File: config.mk
export PLATFORM = sky130hd
export DESIGN_NAME = accu_avg_fifo
export DESIGN_NICKNAME = d
export VERILOG_FILES = /design/src/rtl/accu_avg_fifo.sv
export SDC_FILE = /design/constraint.sdc
export NUM_CORES = 1
export LEC_CHECK = 0
export CAP_MARGIN = 10
export CORE_UTILIZATION = 30
export CTS_BUF_LIST = sky130_fd_sc_hd__clkbuf_4 sky130_fd_sc_hd__clkbuf_8 sky130_fd_sc_hd__clkbuf_16
export DETAILED_ROUTE_END_ITERATION = 8
export GPL_TIMING_DRIVEN = 0
export SYNTH_ARGS = -nofsm -noshare
export SYNTH_HDL_FRONTEND = slang
export SYNTH_SLANG_ARGS = --single-unit
File: constraint.sdc
create_clock -name clk -period 3.4 [get_ports clk]
set_input_delay 0.68 -clock clk [delete_from_list [all_inputs] [get_ports clk]]
set_output_delay 0.68 -clock clk [all_outputs]
set_load 0.01 [all_outputs]
File: src/rtl/accu_avg_fifo.sv
`default_nettype none
// ============================================================================
// Module   : accu_avg_fifo
// Brief    : Captures accumulator sum pulses into a small FIFO and presents the
//            averaged result (sum >> SHIFT) over a ready/valid interface.
//            When the FIFO is full, an incoming sum is dropped and counted.
// Revision : 1.0 - initial release
// ============================================================================
module accu_avg_fifo #(
  parameter int DATA_W = 10,
  parameter int DEPTH  = 4,
  parameter int SHIFT  = 2,
  parameter int OUT_W  = 8
) (
  input  logic                       clk,
  input  logic                       rst,
  input  logic                       valid_in,
  input  logic [DATA_W-1:0]          data_in,
  input  logic                       ready_in,
  output logic                       valid_out,
  output logic [OUT_W-1:0]           data_out,
  output logic [$clog2(DEPTH):0]     level,
  output logic                       overflow,
  output logic [7:0]                 drop_cnt,
  input  logic                       clr_ovf
);

  localparam int AW = $clog2(DEPTH);
  localparam int LW = AW + 1;
  localparam logic [LW-1:0] FULL_LVL = LW'(DEPTH);

  logic [DATA_W-1:0] mem_q [DEPTH];
  logic [AW-1:0]     wr_ptr_q, wr_ptr_d;
  logic [AW-1:0]     rd_ptr_q, rd_ptr_d;
  logic [LW-1:0]     level_q, level_d;
  logic              ovf_q, ovf_d;
  logic [7:0]        drop_q, drop_d;

  logic w_pop;
  logic w_push;
  logic w_drop;

  // A full FIFO still accepts a push when a pop frees the head this cycle.
  assign w_pop  = (level_q != '0) && ready_in;
  assign w_push = valid_in && ((level_q < FULL_LVL) || w_pop);
  assign w_drop = valid_in && !w_push;

  always_comb begin
    wr_ptr_d = wr_ptr_q;
    rd_ptr_d = rd_ptr_q;
    level_d  = level_q;
    ovf_d    = ovf_q;
    drop_d   = drop_q;

    if (w_push) wr_ptr_d = wr_ptr_q + 1'b1;
    if (w_pop)  rd_ptr_d = rd_ptr_q + 1'b1;

    if (w_push && !w_pop)      level_d = level_q + 1'b1;
    else if (w_pop && !w_push) level_d = level_q - 1'b1;

    // A drop in the same cycle as a clear wins, restarting the count at 1.
    if (w_drop) begin
      ovf_d = 1'b1;
      if (clr_ovf)              drop_d = 8'd1;
      else if (drop_q != 8'hFF) drop_d = drop_q + 8'd1;
    end else if (clr_ovf) begin
      ovf_d  = 1'b0;
      drop_d = 8'd0;
    end
  end

  always_ff @(posedge clk or posedge rst) begin
    if (rst) begin
      wr_ptr_q <= '0;
      rd_ptr_q <= '0;
      level_q  <= '0;
      ovf_q    <= 1'b0;
      drop_q   <= 8'd0;
    end else begin
      wr_ptr_q <= wr_ptr_d;
      rd_ptr_q <= rd_ptr_d;
      level_q  <= level_d;
      ovf_q    <= ovf_d;
      drop_q   <= drop_d;
    end
  end

  // Storage needs no reset; entries are only observed once written.
  always_ff @(posedge clk) begin
    if (w_push) mem_q[wr_ptr_q] <= data_in;
  end

  assign valid_out = (level_q != '0);
  assign data_out  = mem_q[rd_ptr_q][DATA_W-1:SHIFT];
  assign level     = level_q;
  assign overflow  = ovf_q;
  assign drop_cnt  = drop_q;

endmodule
`default_nettype wire

==> Word-level counts from Yosys, hierarchy flattened <==
Memory sizes are Yosys's and may differ from the RTL's.
Index checks and enable logic that the tools add are counted.
Widths: inputs -> output; s select.
{ "totals": {"reg_bits": 16, "ramBits": 40, "inputBits": 15, "elab_cells": 36, "memories": 1} }
{ "op_classes": {"n_reduce_logical": 13, "magnitude_cmp": 1, "muxes": 10, "n_eq_ne": 1, "n_addsub": 5} }
{ "mem_list": {"columns": ["name", "depth", "word_bits", "rd", "rd_ports_with_merged_regs", "wr", "line", "source"], "rows": [
  ["mem_q", 4, 10, 1, 0, 1, "32", "logic [DATA_W-1:0] mem_q [DEPTH];"]
]} }
{ "op_table": {"columns": ["cell", "n"], "rows": [
  ["$mux 8", 4],
  ["$add 8x1->8 const B", 1],
  ["$ne 8x8->1 const B", 1],
  ["$mux 3", 2],
  ["$reduce_bool 2->1", 3],
  ["$logic_and 1x1->1", 5],
  ["$add 2x1->2 const B", 2],
  ["$mux 1", 4],
  ["$add 3x1->3 const B", 1],
  ["$lt 3x3->1 const B", 1],
  ["$reduce_bool 3->1", 1],
  ["$sub 3x1->3 const B", 1],
  ["$logic_not 1->1", 2],
  ["$reduce_and 2->1", 1],
  ["$logic_or 1x1->1", 1]
]} }

==> Longest topological paths before layout <==
Gate-level depths: netlist (run 1).
{ "depth": {"depth_word": 8, "depth_mapped": 8, "depth_no_buf": 8} }

==> Worst setup path after synthesis (run 1) <==
No wires, ideal clock.
{ "synth_timing": {"kind": "input -> register", "start": "input port ready_in", "end": "register level_q[2] (netlist: level[2])", "setup_time_ps": 79, "required_ps": 3321, "cell_stages": 8, "path_buffers": 0, "arrival_time_ps": 2081, "path_slack_ps": 1240, "path_cell_list": "inv_1 a21boi_1 ha_1 inv_1 fa_1 xor2_1 nor2_1 xor2_1"} }
{ "synth_via": {"elab_chain_cells": 6} }
{ "synth_lines": {"columns": ["item", "line", "source"], "rows": [
  ["from (decl)", "19", "input logic ready_in,"],
  ["$logic_and 1x1->1 (*)", "44", "assign w_pop = (level_q != '0) && ready_in;"],
  ["$logic_or 1x1->1 (*)", "45", "assign w_push = valid_in && ((level_q < FULL_LVL) || w_pop);"],
  ["$logic_and 1x1->1 (*)", "45", null],
  ["named net w_push", "40", "logic w_push;"],
  ["$logic_not 1->1", "59", "else if (w_pop && !w_push) level_d = level_q - 1'b1;"],
  ["$logic_and 1x1->1", "59", null],
  ["$reduce_bool 2->1 (no line)", null, null],
  ["to (signal assigned)", "82", "level_q <= level_d;"],
  ["to (decl)", "35", "logic [LW-1:0] level_q, level_d;"]
]} }
The timed path passes the listed nets; every way through them passes the cells marked *.
A chain may end at the register's enable or synchronous reset.

==> Worst setup path after layout (run 1) <==
Ends and elaborated chain as after synthesis.

==> results.txt, run 1 <==
The clock net in this run drives a total of 48 sinks. Global routing finished with a remaining overflow of 0. The longest clock path from root to sink contains 2 buffers. Clock tree synthesis selected as its root buffer the cell sky130_fd_sc_hd__clkbuf_8.

The run gives 0 as the number of warnings printed during yosys synthesis. Gates resized during post-CTS repair numbered 0. The clock-pin slew on the worst setup and hold paths works out to 80 ps. For this design the static power due to leakage is 0.9302 nW. The fraction of layout instances using a drive strength above 1 came out at 11.90%.

The maximum number of pins on one net before global-route repair is 17. Setup repair after global routing left no endpoint under its margin. After technology mapping, the gate count stands at 129. After detailed routing, the number of vias per cell comes to 4.853. Before antenna repair, the detailed router went through 6 iterations. The flow ran to the end, but the final reports show violations.

The number of clock buffers added by TritonCTS is 5. Of all nets on the critical path, the largest fanout is 8. The critical path goes through clkdlybuf4s50_1 -> inv_1 -> a21boi_1 -> ha_1 -> inv_1 -> fa_1 -> xor2_1 -> nor2_1 -> xor2_1.

The peak per-stage delay on the critical path came out at 550 ps. The initialized floorplan defines 29 standard-cell rows. The total count of hold-check failures in the final report is 0. Of the synthesized area, sequential elements account for 66.87%. The shortest clock period the worst path allows after layout is 2700 ps. The total area inside the core boundary comes to 6459 um2.

The finished cells cover 2534 um2. The first routing iteration left 58 violations. The logs give 0 for the number of inserted diodes and 0 ps for the summed negative setup slack over all endpoints.

The type of the worst setup path was in -> reg. The tools report the post-CTS setup buffer count as 0. The tools report the kind of start point of the critical path as an input pin. The run gives 290 ps as the insertion delay to the later sink of the worst-skew pair. STA classifies the critical path endpoint as a register.

The final critical path takes up 79.41% of the cycle. The die is 84.38 um tall. At the pin with the least slew margin, the transition time is 649.8 ps. The checks that failed: design-rule violations. The net count of the finished layout is 190. Non-filler instance count after layout: 245. The mapped netlist covers 2036 um2.

From left edge to right edge, the die measures 84.38 um. The number of hold buffers added after CTS was 0. Routability-driven placement finished with a final weighted congestion of 0.8476. The count of nets left with antenna violations once routing finished came out at 0. OpenSTA, run right after detailed placement, puts the worst setup slack at 417.0 ps. Timing would allow up to 0.3704 GHz. The number of primary I/O pins is 36. IR analysis of the VDD net gives a maximum drop of 0.0002533 V. The tool flagged a number of max-cap violations equal to 0. For the worst setup path, the data arrival time is 2920 ps. A synthesized cell averages 15.78 um2. For the number of remaining DRC errors, the log shows 6. The post-route worst hold slack is 548.9 ps, and the number of pins with negative max-slew slack in the final report is 0. The tools report the number of distinct library cells after synthesis as 32. From synthesis to final layout, the design area changed by 24.46%. The slowest stage cell on the critical path was sky130_fd_sc_hd__clkdlybuf4s50_1.

Synthesis produced a netlist with a net count of 151. TritonCTS built the clock tree. The tools report the final standard cell utilization of the core as 39.23%. Global routing used 11.42% of the available tracks across all layers. Dividing total power by cell area gives a power density of 703.6 nW/um2. The final clock skew is 6.036 ps.

Once detailed placement completed, the half-perimeter wirelength came to 2650 um. The floorplan step defined a die boundary enclosing 7119 um2. The instance count after placement with tap cells included is 238.

The tools report the vias after detailed routing as 1189. The tools report the multi-input logic area as 635.6 um2. Global-route wire length before repair: 6210 um. The sequential cells in the finished layout cover a total of 1361 um2. The initial utilization of the core area, before any placement, comes to 31.52%. Setup violations remaining at the end of the flow were counted as 0. The layout filler cell count is 604, and the initial antenna violation count is 0. The total power consumption of the routed design is 1.783 mW, and the number of flip-flops and latches in the synthesized netlist is 48. The minimum setup slack in the final design is 700.0 ps, and the remaining max-slew budget at the tightest pin is 56.63%.

STA puts the critical path data required time at 3620 ps. After detailed routing, the total wire length is 3779 um. The count of buffers added on input and output ports is 32.

The clock tree synthesis step divided the H-tree into 2 levels. The average wire per standard cell was 15.42 um. The number of global-route vias before repair came out at 1241. Summing all placed instances gives a cell area of 2452 um2. The path class of the tightest hold or removal check is reg -> reg.
## final timing paths
path                       startpoint          end  slack (ps)  depth (start not counted)
hold reg to reg              overflow     overflow         550                          2
setup / recovery             ready_in     level[2]         700                          9
min in group asynchronous         rst  drop_cnt[5]         770                          2
max in group asynchronous         rst  rd_ptr_q[1]        2220                          2
setup reg to reg             level[2]     level[2]        1230                          7
hold / removal               overflow     overflow         550                          2
## critical path: cells and delay by family
family / cells / cell delay [ps]
compound gates: 1 / 470
fa+ha+maj: 2 / 650
buf+inv: 3 / 670
xor+xnor: 2 / 320
simple gates: 1 / 120
## cell usage after synthesis, drive strengths merged
library cell	instances	area, um2
nor3	4	20.02
inv	7	26.28
mux2	1	11.26
nand2	6	22.52
fa	1	20.02
nand3b	1	7.510
a21boi	1	7.510
nand3	3	15.01
nand4	1	12.51
buf	2	8.750
ha	6	75.07
nor2b	1	6.260
and2	4	25.02
clkbuf	1	3.750
mux4	8	180.2
and3b	1	10.01
mux2i	3	30.03
nor3b	1	7.510
xor2	4	35.03
or3	2	12.51
nor2	8	30.03
dfrtp	16	400.4
xnor2	4	35.03
a221o	1	10.01
o21ai	4	20.01
edfxtp	32	960.9
and3	2	12.51
o211ai	2	20.02
a21oi	2	10.01
## registers in the layout (all words and copies together) (netlist names)
| name | count |
|---|---|
| drop_cnt | 8 |
| wr_ptr_q | 2 |
| rd_ptr_q | 2 |
| mem_q | 32 |
| level | 3 |
| overflow | 1 |
## routing by layer
metal | up-vias | part of all wire, % | global-route usage (%)
met2 | 39 | 49 | 19.67
met1 | 596 | 45 | 13.72
met4 | 0 | 0.56 | 3.236
met5 | - | 0 | 0
met3 | 2 | 5.2 | 3.835
li1 | 552 | - | -
## report_power, final
group | internal (mW) | switching [mW] | total [mW]
Sequential | 0.748 | 0.0612 | 0.809
Clock | 0.140 | 0.183 | 0.323
Combinational | 0.355 | 0.296 | 0.650
Total | 1.24 | 0.540 | 1.78
## placed cells by master (no fill, tap or decap)
cell                              count
sky130_fd_sc_hd__clkdlybuf4s50_1     32
sky130_fd_sc_hd__nand3_1              3
sky130_fd_sc_hd__xnor2_1              4
sky130_fd_sc_hd__and3b_2              1
sky130_fd_sc_hd__o21ai_1              1
sky130_fd_sc_hd__o211ai_2             1
sky130_fd_sc_hd__buf_1                1
sky130_fd_sc_hd__nand4_2              1
sky130_fd_sc_hd__nand3b_1             1
sky130_fd_sc_hd__and2_1               4
sky130_fd_sc_hd__buf_2                1
sky130_fd_sc_hd__edfxtp_1            32
sky130_fd_sc_hd__a221o_1              1
sky130_fd_sc_hd__clkinvlp_4           1
sky130_fd_sc_hd__mux2_2               1
sky130_fd_sc_hd__clkinv_2             1
sky130_fd_sc_hd__and3_1               2
sky130_fd_sc_hd__o211ai_1             1
sky130_fd_sc_hd__nand2_1              6
sky130_fd_sc_hd__o21ai_0              3
sky130_fd_sc_hd__ha_1                 6
sky130_fd_sc_hd__a21oi_1              2
sky130_fd_sc_hd__nor2_1               8
sky130_fd_sc_hd__or3_1                2
sky130_fd_sc_hd__nor3b_1              1
sky130_fd_sc_hd__mux2i_1              3
sky130_fd_sc_hd__clkbuf_8             5
sky130_fd_sc_hd__nor2b_1              1
sky130_fd_sc_hd__mux4_2               8
sky130_fd_sc_hd__xor2_1               4
sky130_fd_sc_hd__nor3_1               4
sky130_fd_sc_hd__dfrtp_1             16
sky130_fd_sc_hd__a21boi_1             1
sky130_fd_sc_hd__fa_1                 1
sky130_fd_sc_hd__clkbuf_1             1
sky130_fd_sc_hd__inv_1                7
## layout make-up
type / instances / area share (%)
buffer: 3 / 0.4938
clock buffer: 5 / 2.716
clock inverter: 2 / 0.4938
inverter: 7 / 1.037
multi-input combinational: 71 / 25.09
sequential: 48 / 53.73
tap: 77 / 3.802
timing repair buffer: 32 / 12.64
## cell families after synthesis
group,synth area share [%]
DFF,66.87
and+or+nand+nor,8.912
muxes,10.88
AOI/OAI and AO/OA,3.319
buffers and inverters,1.905
xor gates and xnor gates,3.442
adders and majority gates,4.671
Power figures use the tool's default switching activity.
==> run 2: changes to the inputs <==
clock period = 2.3 ns   (was 3.4 ns; I/O delays follow)
==> results.txt, run 2 (synthesis results as in run 1) <==
IR analysis of the VDD net gives a maximum drop of 0.0003733 V. The run gives 1986 um as the length of routed met2 wiring. The register with the most flip-flops in the layout has 32 of them.

Number of global-route vias before repair: 1248. The clock-pin slew on the worst setup and hold paths works out to 80 ps. The run gives 2579 um2 as the design area. In the post-route analysis, the smallest setup slack over all paths is 78.59 ps. Static timing analysis puts the maximum clock frequency at 0.4502 GHz.

After the last flow step, the layout net total stands at 193. The summed negative setup slack over all endpoints came out at 0 ps. In this run the standard cell core region covers 6459 um2.

The area growth from synthesis to layout is 26.67%. Walking the worst path, the cells encountered are buf_8 -> mux4_2 -> clkdlybuf4s50_1. The run gives 39.93% as the final standard cell utilization of the core. Across all hold checks on the routed design, the worst slack comes to 538.4 ps. Input and output buffers added on the ports amount to 32. For the worst setup path, the data required time is 1840 ps.

TritonCTS built the clock tree. In the final routed layout, each cell accounts on average for 15.39 um. The capturing element type of the critical path is an output port.

The peak per-stage delay on the critical path is 490 ps, and the arrival time at the worst endpoint is 1760 ps. The first routing iteration left 51 violations. The leading cell type in the layout, fill and taps excluded was sky130_fd_sc_hd__edfxtp_1. In this run the count of I/O pins placed on the die edge is 36.

The number of clock buffers inserted by TritonCTS is 5. The power per cell area came out at 1030 nW/um2. Across the run, the number of max-cap violations was 0. The tree is rooted in a sky130_fd_sc_hd__clkbuf_8. The shortest clock period the worst path allows after layout was 2221 ps; the initial cell density of the core was 31.52%.

Once placement completed, the tool counted placed cells totaling 238. The via density per instance is 4.798. Setup repair after global routing left no endpoint under its margin. The worst pin sits at a relative slew slack of 58.52%. The pre-antenna-repair detailed-routing pass consisted of 6 iterations. For this run, the total global-route usage over all layers was measured as 11.53%. The slowest stage cell on the critical path was sky130_fd_sc_hd__mux4_2.

The clock passes through at most 2 buffers. The sum of buffers and inverters on the critical path is 2. On the critical path the largest part of the delay comes from buffers and inverters. After detailed routing, the number of remaining DRC violations is 6. The die footprint was 7119 um2; the insertion delay to the later sink of the worst-skew pair was 290 ps. The final reports fail on design-rule violations. The placed wire-length estimate was 2650 um; the transition time at the pin with the least slew margin was 621.5 ps.

The initial antenna violation count was 0; the detailed-route wire length was 3816 um. The H-tree was split into 2 levels. In this run the core area contains 29 standard-cell rows. In this run the worst path has a maximum fanout of 6. OpenSTA, run right after detailed placement, puts the worst setup slack at -463.0 ps.

The final antenna-violating net count is 0. Summing internal, switching and leakage power gives 2.657 mW. The analysis attributes to cell leakage a power of 0.9722 nW.

Type of the worst min-delay path: in -> async. Of the cells placed in the final design, the portion with a size suffix greater than 1 is 15.20%. The chip height works out to 84.38 um. The top cell types in the final layout, fill and taps aside, are sky130_fd_sc_hd__edfxtp_1 (32), sky130_fd_sc_hd__clkdlybuf4s50_1 (26), sky130_fd_sc_hd__dfrtp_1 (15). The worst setup path is of the reg -> out kind. The weighted congestion reported at the end of routability-driven placement is 0.8476. The first global-routing pass estimated 6285 um of wire.

The detailed router placed 1190 vias in this run. In the final routing, the length of wire on met1 measures 1627 um. Summed over all layers, the global routing overflow is 0. The largest register by flop count is mem_q. The tools report the total count of hold-check failures in the final report as 0. For the total clock sinks, the log shows 48. The non-filler instance count after layout is 248, and the final clock skew is 7.837 ps.

From left edge to right edge, the die measures 84.38 um. The number of hold buffers added after CTS was 0. The run finished, with violations left. 0 antenna diodes ended up in the layout. The tools report the placed cell area as 2452 um2. In the finished design, the share of the clock period the worst path needs comes to 96.58%.

Signal routing reaches up to met4. Setup violations remaining at the end of the flow were counted as 0. The routed design uses 180 um of met3 wire.

The run gives 0 as the number of pins with negative max-slew slack in the final report. Kind of start point of the critical path: a register. Entering global routing, the biggest net connects 17 pins.
## run 2: changes by cell type in the layout (fill, tap and decap cells not counted), sizes merged
cell	delta
dlymetal6s2s	+1
clkdlybuf4s50	-6
buf	+3
dlygate4sd2	+5
## run 2: per-layer routing
layer / GRT usage, % / vias to the layer above
met5: 0 / -
met4: 3.236 / 0
met3: 3.835 / 2
met2: 19.90 / 35
met1: 13.85 / 596
li1: - / 557
## run 2: final cells by class
type	count	area [um2]
Buffer	2	18.77
Clock buffer	5	68.82
Clock inverter	2	12.51
Fill cell	603	3880
Inverter	7	26.28
Multi-Input combinational cell	71	646.9
Sequential cell	48	1363
Tap cell	77	96.34
Timing Repair Buffer	36	346.6
## run 2: repair_timing
item / in CTS / in global routing
setup buffers: 3 / 1
pin swaps: 0 / 1
gates resized for setup: 10 / 2
setup endpoints to repair: 10 / 3
## run 2: path summary, 6_finish.rpt
check	from	end	slack, ps	cells past startpoint
setup / recovery	rd_ptr_q[0]	data_out[6]	80	3
hold / removal	rst	drop_cnt[7]	540	2
setup reg to reg	level[0]	level[2]	150	8
hold reg to reg	overflow	overflow	550	2
max in group asynchronous	rst	rd_ptr_q[1]	1320	2
min in group clk	overflow	overflow	550	2
## run 2: report_power, final
group	switching [mW]	internal, mW
sequential	0.132	1.11
clock	0.266	0.206
combinational	0.408	0.537
total	0.806	1.85
==> run 3: changes to the inputs <==
CAP_MARGIN = default   (was 10)
==> results of run 3 <==
Same layout as run 2: the final DEF is identical, and so are final timing and power.
